<file path="src/rtl/mem_arb_pkg.sv">
// Shared encodings for the unified-memory port arbiter: FSM states, owner codes, parameter bounds.
// Pure definitions; no latency or flow control of its own.
package mem_arb_pkg;

   typedef enum logic [1:0] {
      ST_IDLE  = 2'd0,
      ST_ISSUE = 2'd1,
      ST_WAIT  = 2'd2,
      ST_RESP  = 2'd3
   } state_t;

   localparam logic OWN_CPU = 1'b0;
   localparam logic OWN_DBG = 1'b1;

   localparam int LAT_MIN    = 1;
   localparam int LAT_MAX    = 7;
   localparam int STARVE_MIN = 1;
   localparam int STARVE_MAX = 15;

   // Timer must hold LAT_MAX-1; starvation counter must hold STARVE_MAX.
   localparam int TMR_W = 3;
   localparam int STV_W = 4;

   function automatic logic [TMR_W-1:0] lat_load(input int lat);
      return TMR_W'(lat - 1);
   endfunction

endpackage

</file>
<file path="src/rtl/mem_lat_timer.sv">
// Loadable down-counter timing the memory read latency in the WAIT state.
// Load/decrement take effect on the next edge; zero flags the cycle whose decrement lands on zero.
module mem_lat_timer
   import mem_arb_pkg::*;
#(
   parameter int W = TMR_W
) (
   input  logic         clk,
   input  logic         reset,
   input  logic         load,
   input  logic [W-1:0] load_val,
   input  logic         dec,
   output logic         zero
);

   logic [W-1:0] count;

   always_ff @(posedge clk) begin
      if (reset) begin
         count <= '0;
      end else if (load) begin
         count <= load_val;
      end else if (dec && (count != '0)) begin
         count <= count - W'(1);
      end
   end

   // An already-empty counter also reports zero so WAIT can never lock up.
   assign zero = (count == W'(1)) || (count == '0);

endmodule

</file>
<file path="src/rtl/mem_port_arbiter.sv">
// Arbitrates the single unified memory between the CPU and a debug/loader port; CPU first, starvation-guarded.
// Read ack 1+LAT cycles after the grant cycle, write ack 2 cycles after; losers and late arrivals are held off via req/ack.
module mem_port_arbiter
   import mem_arb_pkg::*;
#(
   parameter int AW     = 32,
   parameter int DW     = 32,
   parameter int LAT    = 1,
   parameter int STARVE = 4
) (
   input  logic          clk,
   input  logic          reset,
   input  logic          cpu_req,
   input  logic          cpu_we,
   input  logic [AW-1:0] cpu_addr,
   input  logic [DW-1:0] cpu_wdata,
   output logic          cpu_ack,
   output logic          cpu_stall,
   input  logic          dbg_req,
   input  logic          dbg_we,
   input  logic [AW-1:0] dbg_addr,
   input  logic [DW-1:0] dbg_wdata,
   output logic          dbg_ack,
   output logic [DW-1:0] rdata,
   output logic          mem_en,
   output logic          mem_we,
   output logic [AW-1:0] mem_addr,
   output logic [DW-1:0] mem_wdata,
   input  logic [DW-1:0] mem_rdata,
   output logic          busy,
   output logic          grant_dbg
);

   if ((LAT < LAT_MIN) || (LAT > LAT_MAX)) begin : g_lat_range
      $error("mem_port_arbiter: LAT out of range");
   end
   if ((STARVE < STARVE_MIN) || (STARVE > STARVE_MAX)) begin : g_starve_range
      $error("mem_port_arbiter: STARVE out of range");
   end

   localparam logic [TMR_W-1:0] LAT_LOAD  = lat_load(LAT);
   localparam logic [STV_W-1:0] STARVE_LIM = STV_W'(STARVE);

   state_t           state;
   state_t           state_nxt;
   logic             grant;
   logic             pick_dbg;
   logic             tmr_load;
   logic             tmr_dec;
   logic             tmr_zero;
   logic             starve_hit;
   logic [STV_W-1:0] starve_cnt;
   logic [DW-1:0]    rdata_q;
   logic             resp_rd;

   assign starve_hit = (starve_cnt == STARVE_LIM);

   always_comb begin
      state_nxt = state;
      grant     = 1'b0;
      pick_dbg  = 1'b0;
      tmr_load  = 1'b0;
      tmr_dec   = 1'b0;
      case (state)
         ST_IDLE: begin
            if (cpu_req || dbg_req) begin
               grant     = 1'b1;
               pick_dbg  = dbg_req && (!cpu_req || starve_hit);
               state_nxt = ST_ISSUE;
            end
         end
         ST_ISSUE: begin
            if (mem_we) begin
               state_nxt = ST_RESP;
            end else begin
               tmr_load  = 1'b1;
               state_nxt = (LAT == 1) ? ST_RESP : ST_WAIT;
            end
         end
         ST_WAIT: begin
            tmr_dec = 1'b1;
            if (tmr_zero) begin
               state_nxt = ST_RESP;
            end
         end
         ST_RESP: begin
            state_nxt = ST_IDLE;
         end
         default: begin
            state_nxt = ST_IDLE;
         end
      endcase
   end

   always_ff @(posedge clk) begin
      if (reset) begin
         state <= ST_IDLE;
      end else begin
         state <= state_nxt;
      end
   end

   // Winner's request is frozen into mem_* at grant and held after the access ends.
   always_ff @(posedge clk) begin
      if (reset) begin
         mem_we     <= 1'b0;
         mem_addr   <= '0;
         mem_wdata  <= '0;
         grant_dbg  <= OWN_CPU;
         starve_cnt <= '0;
         rdata_q    <= '0;
      end else begin
         if (grant) begin
            mem_we    <= pick_dbg ? dbg_we    : cpu_we;
            mem_addr  <= pick_dbg ? dbg_addr  : cpu_addr;
            mem_wdata <= pick_dbg ? dbg_wdata : cpu_wdata;
            grant_dbg <= pick_dbg ? OWN_DBG   : OWN_CPU;
            if (pick_dbg || !dbg_req) begin
               starve_cnt <= '0;
            end else if (!starve_hit) begin
               starve_cnt <= starve_cnt + STV_W'(1);
            end
         end
         if (resp_rd) begin
            rdata_q <= mem_rdata;
         end
      end
   end

   mem_lat_timer #(
      .W (TMR_W)
   ) u_lat_timer (
      .clk      (clk),
      .reset    (reset),
      .load     (tmr_load),
      .load_val (LAT_LOAD),
      .dec      (tmr_dec),
      .zero     (tmr_zero)
   );

   // Read data bypasses the capture register so it is already valid in the ack cycle.
   assign resp_rd   = (state == ST_RESP) && !mem_we;
   assign rdata     = resp_rd ? mem_rdata : rdata_q;
   assign mem_en    = (state == ST_ISSUE);
   assign busy      = (state != ST_IDLE);
   assign cpu_ack   = (state == ST_RESP) && (grant_dbg == OWN_CPU);
   assign dbg_ack   = (state == ST_RESP) && (grant_dbg == OWN_DBG);
   assign cpu_stall = cpu_req && !cpu_ack;

endmodule

</file>
<file path="config.mk">
export PLATFORM = sky130hd
export DESIGN_NAME = mem_port_arbiter
export DESIGN_NICKNAME = d
export VERILOG_FILES = /design/src/rtl/mem_arb_pkg.sv /design/src/rtl/mem_lat_timer.sv /design/src/rtl/mem_port_arbiter.sv
export SDC_FILE = /design/constraint.sdc
export NUM_CORES = 1
export LEC_CHECK = 0
export CORE_ASPECT_RATIO = 0.7
export CORE_MARGIN = 5
export CORE_UTILIZATION = 40
export CTS_BUF_LIST = sky130_fd_sc_hd__clkbuf_2
export CTS_CLUSTER_SIZE = 12
export DETAILED_ROUTE_END_ITERATION = 10
export DONT_BUFFER_PORTS = 1
export GPL_TIMING_DRIVEN = 0
export SLEW_MARGIN = 10
export SYNTH_ARGS = -nofsm -noshare
export SYNTH_HDL_FRONTEND = slang
export SYNTH_SLANG_ARGS = --single-unit
</file>
<file path="constraint.sdc">
create_clock -name clk -period 1.8 [get_ports clk]
set_input_delay 0.27 -clock clk [delete_from_list [all_inputs] [get_ports clk]]
set_output_delay 0.27 -clock clk [all_outputs]
set_load 0.02 [all_outputs]
</file>
==> results of run 1 <==
-- through the flow --
stage          setup WS (ns)  instances  utilization, %  hold WS, ns  cell area, µm²
2_1_floorplan          0.100        480               -        0.450            4740
3_5_place_dp          -0.270        637            42.4        0.453            4930
3_3_place_gp          -0.239        637            42.4        0.451            4930
-- cell families after synthesis --
kind of cell	synth area share (%)
DFF	45.2
buffers and inverters	10.3
and+or+nand+nor	8.72
adders and majority gates	2.38
AOI/OAI and AO/OA	25.1
muxes	8.27
==> impl_metrics.tcl, run 1 <==
set metrics [dict create \
    status "aborted with a tool error" \
    haltStage "clock tree synthesis" \
    error "[ERROR RSZ-0060] Max buffer count reached." \
    ctsHoldBuffers 136 \
    synth_top_area_share_pct 45.2 \
    post-synth-top-count-cell "dfxtp_1" \
    synth_top_area_cell "dfxtp_1" \
    syn_avg_cell_area_um2 9.87 \
    rows 33 \
    ys.flop_type "dfxtp_1" \
    synthTopCellsByArea "dfxtp_1 (45%), o221a_2 (15%), a21oi_1 (7.1%)" \
    start_util_pct 40.7 \
    yosysUniqueCellTypes 35 \
    dp_hpwl_um 11000 \
    finalWeightedCongestion 0.841 \
    post_cts_buffers 14 \
    cts_resized 126 \
    synth-async-reset-ratio_pct 0 \
    yosysSeqAreaShare_pct 45.2 \
    synth_edf_count 0 \
    ios 269 \
    yosys_warnings 0 \
    port_buffers 0 \
    syn_nets 655 \
    clock_tree.htree_level_count 3 \
    clock_path_buffers 2 \
    syn-cell-area_mm2 0.00474 \
    die_w_um 140 \
    clock_sinks 107 \
    cts_root_buf "clkbuf_2" \
    die_y_um 101 \
    netlist_instances 480 \
    netlist_top_cells_count "dfxtp_1 (107), inv_1 (70), a21oi_1 (67), o221a_2 (62), nor2b_1 (34)" \
    cts_buffers 9 \
    ys_ff_latch 107 \
]
==> run 2: changes to the inputs <==
--- a/config.mk
+++ b/config.mk
@@ -5,14 +5,12 @@
 export SDC_FILE = /design/constraint.sdc
 export NUM_CORES = 1
 export LEC_CHECK = 0
-export CORE_ASPECT_RATIO = 0.7
 export CORE_MARGIN = 5
-export CORE_UTILIZATION = 40
-export CTS_BUF_LIST = sky130_fd_sc_hd__clkbuf_2
-export CTS_CLUSTER_SIZE = 12
+export CORE_UTILIZATION = 25
 export DETAILED_ROUTE_END_ITERATION = 10
 export DONT_BUFFER_PORTS = 1
 export GPL_TIMING_DRIVEN = 0
+export PLACE_DENSITY_LB_ADDON = 0.15
 export SLEW_MARGIN = 10
 export SYNTH_ARGS = -nofsm -noshare
 export SYNTH_HDL_FRONTEND = slang
==> constraint.sdc (replaced) <==
create_clock -name clk -period 2.3 [get_ports clk]
set_input_delay 0.345 -clock clk [delete_from_list [all_inputs] [get_ports clk]]
set_output_delay 0.345 -clock clk [all_outputs]
set_load 0.02 [all_outputs]
==> run 2 against run 1 <==
Net effect: the flow now finishes without violations; synthesized area stayed put; synthesized cell count stayed put.
==> impl_metrics.tcl, run 2 <==
set metrics [dict create \
    yosysUniqueCellTypes 35 \
    status "complete, no violations" \
    syn_nets 655 \
    drv_slew 0 \
    post-synth-top-count-cell "dfxtp_1" \
    vias 3672 \
    cts_tree "built" \
    grt_pass1_wl_um 23200 \
    antenna_cells 0 \
    area_delta_synth_final_pct 12.4 \
    die_y_um 148 \
    post_drt_wl_per_cell_um 21.6 \
    vias_per_cell 5.04 \
    antenna_found_initial 0 \
    drt_iter0_drc 195 \
    fin_crit_ns 2.15 \
    cts_buffers 9 \
    rows 50 \
    netlist_top_cells_count "dfxtp_1 (107), inv_1 (70), a21oi_1 (67), o221a_2 (62), nor2b_1 (34)" \
    syn-cell-area_mm2 0.00474 \
    clock_sinks 107 \
    clock_latency_ns 0.35 \
    fmax_ghz 0.466 \
    hold_viol_final 0 \
    end_kind "primary output" \
    finalCritPeriodShare_pct 93.4 \
    ios 269 \
    cts_root_buf "clkbuf_16" \
    dr.pass1.iters 4 \
    routed_wl_um 15700 \
    dp_slack_ns 0.0804 \
    clock_path_buffers 2 \
    clock_tree.htree_level_count 3 \
    synth_top_area_share_pct 45.2 \
    core_mm2 0.0187 \
    ys_ff_latch 107 \
    grt_max_degree 19 \
    finClkSkew_ns 0.00715 \
    p_sw_w 0.00174 \
    worstSetupPathType "flop to primary output" \
    synth-async-reset-ratio_pct 0 \
    finalWeightedCongestion 0.759 \
    overflow 0 \
    netlist_instances 480 \
    syn_avg_cell_area_um2 9.87 \
    die_w_um 148 \
    multi_input_area_mm2 0.00211 \
    yosys_warnings 0 \
    cp_max_fo 10 \
    powerDensity_mw_per_mm2 949 \
    final_common_cell "dfxtp_1" \
    register_area_mm2 0.00214 \
    nFillCells 1985 \
    swShare_pct 34.5 \
    clk_pin_slew_worst_paths_ns 0.08 \
    seq_power_share_pct 49.4 \
    final_net_count 665 \
    synth_edf_count 0 \
    drc 0 \
    arrival_ns 1.80 \
    drive_gt1_share_pct 26.9 \
    rsz0062_at_grt "false" \
    tns_ns 0 \
    irDropWorstVdd_mv 0.362 \
    start_kind "flop" \
    min_delay_path_depth 1 \
    ys.flop_type "dfxtp_1" \
    hp-class "input port to flop" \
    track_usage_pct 13.8 \
    p_int_w 0.00331 \
    clkPwrFrac_pct 30.0 \
    hold_ws_ns 0.172 \
    synthTopCellsByArea "dfxtp_1 (45%), o221a_2 (15%), a21oi_1 (7.1%)" \
    largestRegisters "mem_addr x32, mem_wdata x32, rdata_q x32" \
    mostFrequentLayoutCells "dfxtp_1 (106), inv_1 (70), a21oi_1 (67)" \
    setup_viol 0 \
    fin_ws_ns 0.152 \
    start_util_pct 25.3 \
    worstPathRequired_ns 1.96 \
    power.leakage_nw 2.08 \
    synth_top_area_cell "dfxtp_1" \
    grt_pass1_vias 3823 \
    combPwrFrac_pct 20.6 \
    dieArea_mm2 0.0218 \
    tightest_slew_ns 0.670 \
    dp_hpwl_um 12300 \
    r2r_cells 8 \
    max_slew_margin_pct 55.3 \
    ant_nets 0 \
    yosysSeqAreaShare_pct 45.2 \
    port_buffers 0 \
    drv_cap 0 \
]
run 2: cell counts after synthesis:
Identical to the previous run, type by type.
run 2: layout make-up:
class / count / area share, %
buffer: 39 / 4.35
clock buffer: 10 / 4.49
clock inverter: 6 / 0.846
inverter: 70 / 4.93
multi-input combinational: 263 / 39.6
sequential: 107 / 40.2
tap: 234 / 5.50
run 2: metrics by stage:
stage | cell area [µm²] | cells | utilization, % | power, W
floorplan | 4740 | 480 | - | 0.00331
global placement | 5030 | 714 | 26.9 | 0.00358
detailed placement | 5030 | 714 | 26.9 | 0.00360
CTS | 5320 | 729 | 28.4 | 0.00517
global route | 5330 | 729 | 28.5 | 0.00535
finish | 5330 | 729 | 28.5 | 0.00505
run 2: routing by layer:
layer,up-vias,GRT usage (%),wire length (µm)
li1,1729,-,-
met1,1718,15.1,6070
met2,206,23.8,7570
met3,19,6.47,1790
met4,0,4.38,287
met5,-,0,0
run 2: path summary, 6_finish.rpt:
check | start | end | slack (ns)
hold / removal | dbg_wdata[5] | mem_wdata[5] | 0.17
hold reg to reg | starve_cnt[0] | starve_cnt[0] | 0.50
setup / recovery | state[1] | rdata[29] | 0.15
setup reg to reg | state[0] | mem_wdata[30] | 0.21
run 2: cells by family (layout without fill, tap and decap cells):
logic type | Yosys count | after routing | share of synthesized area, %
AO/OA/AOI/OAI | 150 | 150 | 25.1
adder cells (fa/ha/maj) | 9 | 9 | 2.38
flip-flops | 107 | 107 | 45.2
multiplexers | 35 | 35 | 8.27
buffers and inverters | 110 | 125 | 10.3
AND/OR/NAND/NOR | 69 | 69 | 8.72
run 2: critical path: stages, from the launching register on:
cell	delay [ns]
dfxtp_1	0.39
ha_2	0.25
nand2b_1	0.16
buf_4	0.23
mux2_1	0.43
run 2: repair_timing:
| action | in CTS | in global routing |
|---|---|---|
| resized for setup | 3 | 9 |
| setup endpoints to repair | 30 | 45 |
| hold buffers | 0 | 0 |
| setup buffers | 0 | 0 |
run 2: power by group through the flow:
stage	registers, W	clock network (W)	logic, W
after floorplan	0.00247	0	0.000844
after global placement	0.00255	0	0.00103
after detailed placement	0.00255	0	0.00105
after CTS	0.00251	0.00160	0.00106
after global routing	0.00253	0.00166	0.00116
final	0.00250	0.00152	0.00104
Power figures use the tool's default switching activity.
==> run 3: changes to the inputs <==
--- a/config.mk
+++ b/config.mk
@@ -6,12 +6,12 @@
 export NUM_CORES = 1
 export LEC_CHECK = 0
 export CORE_MARGIN = 5
-export CORE_UTILIZATION = 25
+export CORE_UTILIZATION = 45
 export DETAILED_ROUTE_END_ITERATION = 10
 export DONT_BUFFER_PORTS = 1
 export GPL_TIMING_DRIVEN = 0
 export PLACE_DENSITY_LB_ADDON = 0.15
-export SLEW_MARGIN = 10
+export SLEW_MARGIN = 20
 export SYNTH_ARGS = -nofsm -noshare
 export SYNTH_HDL_FRONTEND = slang
 export SYNTH_SLANG_ARGS = --single-unit
==> run 3 against run 2 <==
Net effect: core utilization grew 22 points; combinational power barely moved; critical path type unchanged; critical endpoint is now rdata[9]; clock power fell by 11%; worst setup slack got worse by 0.029 ns; die area is 42% lower; power down 3.8%; maximum frequency is 1.3% lower.
==> impl_metrics.tcl, run 3 (synthesized netlist as in run 2, its figures left out) <==
set metrics [dict create \
    clock_sinks 107 \
    fmax_ghz 0.459 \
    worstSetupPathType "flop to primary output" \
    ios 269 \
    antenna_found_initial 0 \
    finalWeightedCongestion 0.874 \
    powerDensity_mw_per_mm2 944 \
    track_usage_pct 20.8 \
    post_cts_buffers 0 \
    cts_root_buf "clkbuf_8" \
    finalCritPeriodShare_pct 94.6 \
    tns_ns 0 \
    dr.pass1.iters 6 \
    hold_path.startpoint "dbg_wdata[20]" \
    vias_per_cell 5.84 \
    drt_iter0_drc 215 \
    cp-endpoint "rdata[9]" \
    worstPathRequired_ns 1.96 \
    clk_pin_slew_worst_paths_ns 0.10 \
    final_common_cell "dfxtp_1" \
    r2r_slack_ns 0.27 \
    hold_viol_final 0 \
    drv_cap 0 \
    clock_path_buffers 2 \
    status "complete, no violations" \
    reg2reg_from "state[0]" \
    overflow 0 \
    r2r-end "mem_addr[22]" \
    dp_hpwl_um 11000 \
    fin_crit_ns 2.18 \
    die_y_um 113 \
    nFillCells 978 \
    ant_nets 0 \
    clock_latency_ns 0.37 \
    grt_max_degree 17 \
    core_mm2 0.0103 \
    clock_tree.htree_level_count 3 \
    post_drt_wl_per_cell_um 22.1 \
    power.leakage_nw 2.05 \
    vias 3672 \
    grt_pass1_wl_um 21000 \
    start_kind "flop" \
    port_buffers 0 \
    grt_pass1_vias 3708 \
    area_delta_synth_final_pct 8.74 \
    crit_path_start "state[1]" \
    largestRegisters "mem_addr x32, mem_wdata x32, rdata_q x32" \
    rows 37 \
    drv_slew 0 \
    drc 0 \
    drive_gt1_share_pct 25.8 \
    rsz0062_at_grt "false" \
    antenna_cells 0 \
    irDropWorstVdd_mv 0.379 \
    setup_viol 0 \
    mostFrequentLayoutCells "dfxtp_1 (106), inv_1 (70), a21oi_1 (67)" \
    final_net_count 665 \
    max_slew_margin_pct 62.7 \
    finClkSkew_ns 0.0147 \
    die_w_um 113 \
    tightest_slew_ns 0.560 \
    dieArea_mm2 0.0127 \
    routed_wl_um 13900 \
    cts_buffers 9 \
    cp_max_fo 10 \
    cts_tree "built" \
    start_util_pct 46.1 \
    dp_slack_ns 0.242 \
    hp-class "input port to flop" \
    fin_ws_ns 0.123 \
    r2r_cells 8 \
    arrival_ns 1.83 \
    end_kind "primary output" \
]
[run 3: cell count changes in the layout (fill, tap and decap cells not counted), sizes merged]
cell    change
bufinv      +3
clkinv      -3
inv         -2
[run 3: what timing repair did]
| action | 4_1_cts | 5_1_grt |
|---|---|---|
| cloned | 0 | 0 |
| setup endpoints to repair | 30 | 10 |
| resized for setup | 3 | 2 |
| hold buffers | 0 | 0 |
[run 3: worst max-delay path: stages, from the launching register on]
cell and delay [ns]:
dfxtp_1 0.39, ha_2 0.24, nand2b_1 0.16, buf_4 0.24, mux2_1 0.44
[run 3: metrics by stage]
stage	util, %	std cells	power [W]	area, µm²	hold WS (ns)
6_report	50.1	629	0.00486	5150	0.145
5_1_grt	50.1	629	0.00511	5150	0.121
4_1_cts	50.1	629	0.00491	5150	0.131
3_5_place_dp	47.7	616	0.00356	4910	0.493
3_3_place_gp	47.7	616	0.00354	4910	0.479
2_1_floorplan	-	480	0.00331	4740	0.462
[run 3: area by class of cell]
type | count | area, µm² | share of cell area, %
sequential | 107 | 2140 | 41.6
multi-input combinational | 263 | 2110 | 41.0
inverter | 70 | 263 | 5.10
buffer | 39 | 228 | 4.42
tap | 136 | 170 | 3.30
clock buffer | 10 | 138 | 2.67
clock inverter | 4 | 98.8 | 1.92
[run 3: worst min-delay path by stage]
stage / to / slack, ns / depth (start not counted)
after floorplan: starve_cnt[0] / 0.46 / 2
after global placement: starve_cnt[0] / 0.48 / 2
after detailed placement: starve_cnt[0] / 0.49 / 2
after CTS: mem_addr[19] / 0.13 / 1
after global routing: mem_wdata[24] / 0.12 / 1
final: mem_wdata[20] / 0.14 / 1
[run 3: power breakdown]
part | total (W) | internal (W) | leakage (nW) | switching (W)
logic | 0.00102 | 0.000442 | 1.05 | 0.000575
clock network | 0.00135 | 0.000745 | 0.119 | 0.000609
registers | 0.00249 | 0.00209 | 0.880 | 0.000402
total | 0.00486 | 0.00328 | 2.05 | 0.00159
[run 3: routing by layer]
layer | vias up | routed length (µm) | track usage, %
li1 | 1718 | - | -
met1 | 1705 | 5310 | 24.1
met2 | 225 | 6630 | 34.5
met3 | 24 | 1670 | 9.22
met4 | 0 | 316 | 6.65
met5 | - | 0 | 0
